<file path="config.mk">
export PLATFORM = sky130hd
export DESIGN_NAME = gps_encoder
export DESIGN_NICKNAME = d
export VERILOG_FILES = /design/src/rtl/gps_encoder.sv
export SDC_FILE = /design/constraint.sdc
export NUM_CORES = 1
export LEC_CHECK = 0
export BUFFER_PORTS_ARGS = -buffer_cell sky130_fd_sc_hd__buf_2
export CAP_MARGIN = 20
export CORE_ASPECT_RATIO = 0.7
export CORE_MARGIN = 2
export CORE_UTILIZATION = 55
export CTS_CLUSTER_DIAMETER = 60
export DETAILED_ROUTE_END_ITERATION = 6
export PLACE_DENSITY = 0.74
export SLEW_MARGIN = 5
export SYNTH_ARGS = -nofsm -noshare
export SYNTH_HDL_FRONTEND = slang
export SYNTH_SLANG_ARGS = --single-unit
</file>
<file path="constraint.sdc">
create_clock -name clk -period 3.6 [get_ports clk]
set_input_delay 0.72 -clock clk [delete_from_list [all_inputs] [get_ports clk]]
set_output_delay 0.72 -clock clk [all_outputs]
set_load 0.02 [all_outputs]
</file>
<file path="src/rtl/gps_encoder.sv">
// NMEA $GPRMC sentence encoder: captures a position, converts it to BCD, streams ASCII bytes.
// Define GPS_ENCODER_CHECKSUM_EN to append the *CC checksum field (44-byte sentence, else 41).
module gps_encoder (
    input  logic        clk,
    input  logic        reset_n,
    input  logic        start,
    input  logic        gps_valid,
    input  logic        north,
    input  logic        east,
    input  logic [7:0]  latd,
    input  logic [19:0] latm,
    input  logic [7:0]  lond,
    input  logic [19:0] lonm,
    output logic [7:0]  tx_data,
    output logic        tx_valid,
    input  logic        tx_ready,
    output logic        busy,
    output logic        done,
    output logic        range_err,
    output logic [1:0]  dbg_state
);

`ifdef GPS_ENCODER_CHECKSUM_EN
    localparam logic [5:0] LAST_IDX = 6'd43;
`else
    localparam logic [5:0] LAST_IDX = 6'd40;
`endif

    typedef enum logic [1:0] {S_IDLE = 2'd0, S_CONVERT = 2'd1, S_SEND = 2'd2} state_t;

    state_t      state_q, state_d;
    logic [4:0]  cnt_q, cnt_d;
    logic [5:0]  idx_q, idx_d;
    // Each field register is {bcd[27:0], bin[19:0]}; the BCD digits end up in bits [47:20].
    logic [47:0] latd_sh_q, latd_sh_d;
    logic [47:0] latm_sh_q, latm_sh_d;
    logic [47:0] lond_sh_q, lond_sh_d;
    logic [47:0] lonm_sh_q, lonm_sh_d;
    logic        gps_valid_q, gps_valid_d;
    logic        north_q, north_d;
    logic        east_q, east_d;
    logic        range_err_q, range_err_d;
    logic [7:0]  tx_data_q, tx_data_d;
    logic        tx_valid_q, tx_valid_d;
    logic        busy_q, busy_d;
    logic        done_q, done_d;
    logic [5:0]  nxt_idx;
    logic [7:0]  next_byte;
`ifdef GPS_ENCODER_CHECKSUM_EN
    logic [7:0]  csum_q, csum_d;
`endif

    function automatic logic [47:0] dd_step(input logic [47:0] v);
        logic [47:0] t;
        t = v;
        for (int i = 0; i < 7; i++) begin
            if (t[20+4*i +: 4] >= 4'd5) t[20+4*i +: 4] = t[20+4*i +: 4] + 4'd3;
        end
        return {t[46:0], 1'b0};
    endfunction

    function automatic logic [7:0] asc(input logic [3:0] d);
        return {4'h3, d};
    endfunction

`ifdef GPS_ENCODER_CHECKSUM_EN
    function automatic logic [7:0] hex_ascii(input logic [3:0] n);
        return (n < 4'd10) ? (8'h30 + {4'h0, n}) : (8'h37 + {4'h0, n});
    endfunction
`endif

    assign nxt_idx = idx_q + 6'd1;

    always_comb begin
        next_byte = 8'h00;
        case (nxt_idx)
            6'd1:  next_byte = "G";
            6'd2:  next_byte = "P";
            6'd3:  next_byte = "R";
            6'd4:  next_byte = "M";
            6'd5:  next_byte = "C";
            6'd8:  next_byte = (gps_valid_q && !range_err_q) ? "A" : "V";
            6'd10: next_byte = asc(latd_sh_q[27:24]);
            6'd11: next_byte = asc(latd_sh_q[23:20]);
            6'd12: next_byte = asc(latm_sh_q[43:40]);
            6'd13: next_byte = asc(latm_sh_q[39:36]);
            6'd14: next_byte = ".";
            6'd15: next_byte = asc(latm_sh_q[35:32]);
            6'd16: next_byte = asc(latm_sh_q[31:28]);
            6'd17: next_byte = asc(latm_sh_q[27:24]);
            6'd18: next_byte = asc(latm_sh_q[23:20]);
            6'd20: next_byte = north_q ? "N" : "S";
            6'd22: next_byte = asc(lond_sh_q[31:28]);
            6'd23: next_byte = asc(lond_sh_q[27:24]);
            6'd24: next_byte = asc(lond_sh_q[23:20]);
            6'd25: next_byte = asc(lonm_sh_q[43:40]);
            6'd26: next_byte = asc(lonm_sh_q[39:36]);
            6'd27: next_byte = ".";
            6'd28: next_byte = asc(lonm_sh_q[35:32]);
            6'd29: next_byte = asc(lonm_sh_q[31:28]);
            6'd30: next_byte = asc(lonm_sh_q[27:24]);
            6'd31: next_byte = asc(lonm_sh_q[23:20]);
            6'd33: next_byte = east_q ? "E" : "W";
            6'd6, 6'd7, 6'd9, 6'd19, 6'd21, 6'd32,
            6'd34, 6'd35, 6'd36, 6'd37, 6'd38: next_byte = ",";
`ifdef GPS_ENCODER_CHECKSUM_EN
            6'd39: next_byte = "*";
            6'd40: next_byte = hex_ascii(csum_q[7:4]);
            6'd41: next_byte = hex_ascii(csum_q[3:0]);
            6'd42: next_byte = 8'h0d;
            6'd43: next_byte = 8'h0a;
`else
            6'd39: next_byte = 8'h0d;
            6'd40: next_byte = 8'h0a;
`endif
            default: next_byte = 8'h00;
        endcase
    end

    always_comb begin
        state_d     = state_q;
        cnt_d       = cnt_q;
        idx_d       = idx_q;
        latd_sh_d   = latd_sh_q;
        latm_sh_d   = latm_sh_q;
        lond_sh_d   = lond_sh_q;
        lonm_sh_d   = lonm_sh_q;
        gps_valid_d = gps_valid_q;
        north_d     = north_q;
        east_d      = east_q;
        range_err_d = range_err_q;
        tx_data_d   = tx_data_q;
        tx_valid_d  = tx_valid_q;
        busy_d      = busy_q;
        done_d      = 1'b0;
`ifdef GPS_ENCODER_CHECKSUM_EN
        csum_d      = csum_q;
`endif
        case (state_q)
            S_IDLE: begin
                if (start) begin
                    state_d     = S_CONVERT;
                    cnt_d       = 5'd0;
                    busy_d      = 1'b1;
                    latd_sh_d   = {40'd0, latd};
                    latm_sh_d   = {28'd0, latm};
                    lond_sh_d   = {40'd0, lond};
                    lonm_sh_d   = {28'd0, lonm};
                    gps_valid_d = gps_valid;
                    north_d     = north;
                    east_d      = east;
                    range_err_d = (latd > 8'd90) || (lond > 8'd180) ||
                                  (latm > 20'd599999) || (lonm > 20'd599999);
                end
            end
            S_CONVERT: begin
                latd_sh_d = dd_step(latd_sh_q);
                latm_sh_d = dd_step(latm_sh_q);
                lond_sh_d = dd_step(lond_sh_q);
                lonm_sh_d = dd_step(lonm_sh_q);
                cnt_d     = cnt_q + 5'd1;
                if (cnt_q == 5'd19) begin
                    state_d    = S_SEND;
                    idx_d      = 6'd0;
                    tx_data_d  = 8'h24;
                    tx_valid_d = 1'b1;
`ifdef GPS_ENCODER_CHECKSUM_EN
                    csum_d     = 8'h00;
`endif
                end
            end
            S_SEND: begin
                if (tx_ready) begin
                    if (idx_q == LAST_IDX) begin
                        state_d    = S_IDLE;
                        tx_valid_d = 1'b0;
                        tx_data_d  = 8'h00;
                        busy_d     = 1'b0;
                        done_d     = 1'b1;
                    end else begin
                        idx_d     = nxt_idx;
                        tx_data_d = next_byte;
`ifdef GPS_ENCODER_CHECKSUM_EN
                        // Checksum covers bytes 1..38, i.e. everything between '$' and '*'.
                        if (idx_q >= 6'd1 && idx_q <= 6'd38) csum_d = csum_q ^ tx_data_q;
`endif
                    end
                end
            end
            default: state_d = S_IDLE;
        endcase
    end

    always_ff @(posedge clk or negedge reset_n) begin
        if (!reset_n) begin
            state_q     <= S_IDLE;
            cnt_q       <= 5'd0;
            idx_q       <= 6'd0;
            latd_sh_q   <= 48'd0;
            latm_sh_q   <= 48'd0;
            lond_sh_q   <= 48'd0;
            lonm_sh_q   <= 48'd0;
            gps_valid_q <= 1'b0;
            north_q     <= 1'b0;
            east_q      <= 1'b0;
            range_err_q <= 1'b0;
            tx_data_q   <= 8'h00;
            tx_valid_q  <= 1'b0;
            busy_q      <= 1'b0;
            done_q      <= 1'b0;
`ifdef GPS_ENCODER_CHECKSUM_EN
            csum_q      <= 8'h00;
`endif
        end else begin
            state_q     <= state_d;
            cnt_q       <= cnt_d;
            idx_q       <= idx_d;
            latd_sh_q   <= latd_sh_d;
            latm_sh_q   <= latm_sh_d;
            lond_sh_q   <= lond_sh_d;
            lonm_sh_q   <= lonm_sh_d;
            gps_valid_q <= gps_valid_d;
            north_q     <= north_d;
            east_q      <= east_d;
            range_err_q <= range_err_d;
            tx_data_q   <= tx_data_d;
            tx_valid_q  <= tx_valid_d;
            busy_q      <= busy_d;
            done_q      <= done_d;
`ifdef GPS_ENCODER_CHECKSUM_EN
            csum_q      <= csum_d;
`endif
        end
    end

    assign tx_data   = tx_data_q;
    assign tx_valid  = tx_valid_q;
    assign busy      = busy_q;
    assign done      = done_q;
    assign range_err = range_err_q;
    assign dbg_state = state_q;

endmodule

</file>
; ---- After elaboration in Yosys (flattened, before gate mapping)
; Cells that the tools add are included.
[op_classes]
n_addsub = 30
n_lt_le_gt_ge = 32
n_div = 0
n_bitwise = 0
n_eq_ne = 49
n_reduce_logical = 18
muxes = 64
mul = 0
shifts = 0
[op_table]
columns = operator, count
row1 = $pmux 48 s2, 4
row2 = $pmux 7 s29, 1
row3 = $mux 48, 4
row4 = $ge 4x3->1 const B, 28
row5 = $add 4x2->4 const B, 24
row6 = $eq 6x5->1 const B, 16
row7 = $mux 4, 24
row8 = $eq 6x6->1 const B, 10
row9 = $eq 6x4->1 const B, 8
row10 = $gt 20x20->1 const B, 2
row11 = $eq 6x3->1 const B, 4
row12 = $mux 8, 3
row13 = $mux 5, 4
row14 = $mux 6, 3
row15 = $pmux 8 s2, 1
row16 = $reduce_and 4->1, 4
row17 = $add 3x2->3 const B, 4
row18 = $eq 6x2->1 const B, 2
row19 = $mux 3, 4
row20 = $pmux 6 s2, 1
row21 = $reduce_or 11->1, 1
row22 = $ne 2x2->1 const B, 5
row23 = $pmux 5 s2, 1
row24 = $gt 8x7->1 const B, 1
row25 = 19 further kinds, 34
[word_totals]
mem_bits_ro = 0
out_inout_bits = 14
latchBits = 0
n_memories = 0
mem_bits_rw = 0
elab_cells = 208
in_bits = 63
reg_bits = 220

; ---- Depth between registers and ports, before layout
[depth]
ltp_word = 7
depth_mapped = 11
depth_no_buf = 9

; ---- Worst setup path after synthesis
; OpenSTA, ideal clock, no wires.
[synth_timing]
kind = reg-to-reg
startpoint = register idx_q[0]
endpoint = register tx_data_q[2] (netlist: tx_data[2])
t_arrival_ps = 2404
n_path_buf = 2
stages_incl_launch_ff = 11
t_required_ps = 3474
setup_time_ps = 126
synth_period_minus_slack_ps = 2530
path_slack_ps = 1070
path_cell_list = dfrtp_1 > ha_1 > buf_2 > and3_1 > a22o_1 > or2_0 > clkbuf_2 > a22oi_2 > o31ai_1 > or2_2 > o32a_1
[synth_via]
elab_chain_cells = 7
elab_cells_between_ends = 48
cone_classes = 1 x add/sub / 41 x eq/ne / 4 x mux / 2 x reduce/logical
[synth_rtl]
columns = element, line_no
row1 = start: declaration, 33  ; logic [5:0] idx_q, idx_d;
row2 = start signal: assignment, 217  ; idx_q <= idx_d;
row3 = $add 6x1->6, 72  ; assign nxt_idx = idx_q + 6'd1;
row4 = $eq 6x3->1 (tied with other cells), 76  ; case (nxt_idx)
row5 = $reduce_or 11->1 or $reduce_or 2->1 (tied branches), -
row6 = $pmux 7 s29, 76
row7 = $mux 8 *, 174  ; if (idx_q == LAST_IDX) begin
row8 = $mux 8 *, 173  ; if (tx_ready) begin
row9 = $pmux 8 s2 *, 139  ; case (state_q)
row10 = end signal: assignment, 226  ; tx_data_q <= tx_data_d;
row11 = end: declaration, 43  ; logic [7:0] tx_data_q, tx_data_d;
; Mark *: on every way between the ends. The rest lies on a longest branch, timed or not. The select of a mux whose other input is x is not followed.
; A chain may end at the register's enable or synchronous reset.

; ---- Final worst setup path
[layout_timing]
startpoint = register idx_q[1]
endpoint = register tx_data_q[4] (netlist: tx_data[4])
; Same word-level chain as after synthesis.

==> summary.txt <==
core area: 17900 um^2
post-synthesis sequential area ratio: 0.439
WL/cell: 19.8 um
first-pass GRT wire length: 43800 um
Req. time, crit path: 3940 ps
CP endpoint kind: flop
#FFs+latches synth: 175
Mapped Area: 9970 um^2
Setup CP Type: reg2reg
share of layout cells above drive strength 1: 0.129
Clock Latency Late Sink: 440 ps
skew final: 11.6 ps
Reg clk slew, reported paths: 80 ps
drt pass-1 iters: 6
critical path launch point: idx_q[1]
syn nets: 1231
post-CTS setup buffer count: 0
routed wire length: 28100 um
grt ovf: 0
commonest cells in the netlist: 206 x nand2_1, 175 x dfrtp_1, 101 x o21ai_0
post-route ant nets: 0
GRT Util Overall: 0.297
fin util: 0.622
maximum vdd drop: 412 uV
Hold Fails Final Rpt: 0
Post-synth EDFFs: 0
# DRC: 0
yosys warns: 0
ys async rst share: 1.00
class of the worst hold path: in2async
CP Launch Type: flop
die height: 117 um
Worst Max-Slew Pin Slew: 967 ps
max_cap viols: 0
row count: 41
pwr dens: 820 nW/um^2
Final #Nets: 1274
I/O pins: 77
Antenna Cells: 0
first-iteration detailed-routing DRC count: 1178
synth top area cells: dfrtp_1 44%, nand2_1 7.8%, ha_1 5.1%, o21ai_0 5.1%, a22oi_1 3.3%
DR vias: 8846
Detailed Place HPWL: 19400 um
status: finished clean
Final Critical Period: 3130 ps
Arr. time, crit path: 3470 ps
CTS Buffer Depth: 2
RSZ-0062 raised after global routing: false
hold buffers post-CTS: 0
RR Endpoint: tx_data[4]
CTS Sinks: 175
reg-to-reg startpoint: idx_q[1]
cell taking the most area after synthesis: dfrtp_1
post-synth cell types: 75
Port Buffers: 75
setup slack, reg-to-reg: 470 ps
Via density: 6.23
most common cell in the netlist: nand2_1
Die Wd: 165 um
Setup TNS: 0 ps
Resize count post-CTS: 0
pin count of the biggest net entering global routing: 84
vias in the first global route: 7814
P_leak: 4.96 nW
final period utilization: 0.870
Most used DFF post-synth: dfrtp_1
top achievable clock speed: 0.319 GHz
htree depth: 4
top cell type's share of synthesized area: 0.439
clk root buf: clkbuf_16
total die area: 19200 um^2
antenna violations before repair: 1
Final Max Slew Viols: 0
Slew HR: 0.347
synthesized instance count: 1127
final setup fails: 0
fillcell total: 1529
crit-path max FO: 18
R2R depth: 8
GP Congestion: 1.02
Mean Syn Cell Area: 8.84 um^2
Starting Density: 0.557
area grow syn2layout: 11.7%
TritonCTS clock tree: built
TritonCTS Buffers: 17
==> routing by layer <==
layer,share of wire,global-route usage,vias to the layer above
met5,0.00046,0,-
met4,0.0093,0.0614,2
li1,-,-,4133
met1,0.47,0.454,4345
met2,0.44,0.428,334
met3,0.082,0.0728,32
==> cells by family after synthesis <==
family,Yosys count,synth area share
AOI/OAI and AO/OA,347,0.237
adders and majority gates,41,0.0515
DFF,175,0.439
and+or+nand+nor,395,0.177
other,1,0.000376
buffers and inverters,125,0.0527
xor gates and xnor gates,36,0.0316
muxes,7,0.00979
==> critical path, cell delays in order, from the launching register on <==
cell	delay (ps)
dfrtp_1	350
ha_1	570
and3_1	320
a22o_1	170
or2_0	530
a22oi_1	130
o2111ai_1	550
nor4_4	140
o31ai_1	270
==> stage by stage <==
step	power [mW]	worst slack [ps]	hold slack, ps	cells	area (um^2)
after floorplan	6.09	1070	424	1127	9970
after global placement	7.04	624	455	1387	10500
after detailed placement	7.19	621	463	1387	10500
after CTS	9.11	592	340	1419	11100
after global routing	9.80	266	370	1419	11100
final	9.13	469	315	1419	11100
==> sequential cells by signal, indices dropped and copies added (netlist names), 2 cells and up <==
signal,flops
dbg_state,2
latm_sh_q,44
latd_sh_q,28
tx_data,7
lond_sh_q,32
idx_q,6
cnt_q,5
lonm_sh_q,44
==> how the worst max path moves through the flow <==
stage / to / depth (start not counted) / slack (ps)
floorplan: tx_data[2] / 10 / 1070
global placement: tx_data[0] / 8 / 620
detailed placement: tx_data[4] / 8 / 620
CTS: tx_data[4] / 8 / 590
global route: tx_data[3] / 7 / 270
finish: tx_data[4] / 8 / 470
==> area by class of cell <==
class | instances | area (um^2) | area share
Multi-Input combinational cell | 827 | 5080 | 0.457
Tap cell | 236 | 295 | 0.0265
Sequential cell | 175 | 4380 | 0.393
Clock buffer | 18 | 429 | 0.0385
Timing Repair Buffer | 100 | 594 | 0.0534
Clock inverter | 14 | 170 | 0.0153
Inverter | 49 | 184 | 0.0165
==> cell usage in the layout (no fill, tap or decap), types with 17 or more instances in the layout <==
cell type,count
a21oi_1,50
buf_4,23
ha_1,41
dfrtp_1,175
o21ai_0,101
inv_1,49
nand3_1,66
o31ai_1,30
buf_2,74
xnor2_1,21
clkbuf_16,17
nor2_1,55
a32o_1,18
o22ai_1,17
a22oi_1,44
nand2b_1,18
nand2_1,205
==> power by group <==
part           switching (mW)  total (mW)  internal, mW
sequential              0.797        3.55          2.76
combinational            2.28        3.70          1.42
clock                   0.936        1.88         0.940
No activity file was read; power rests on OpenSTA's default activity.
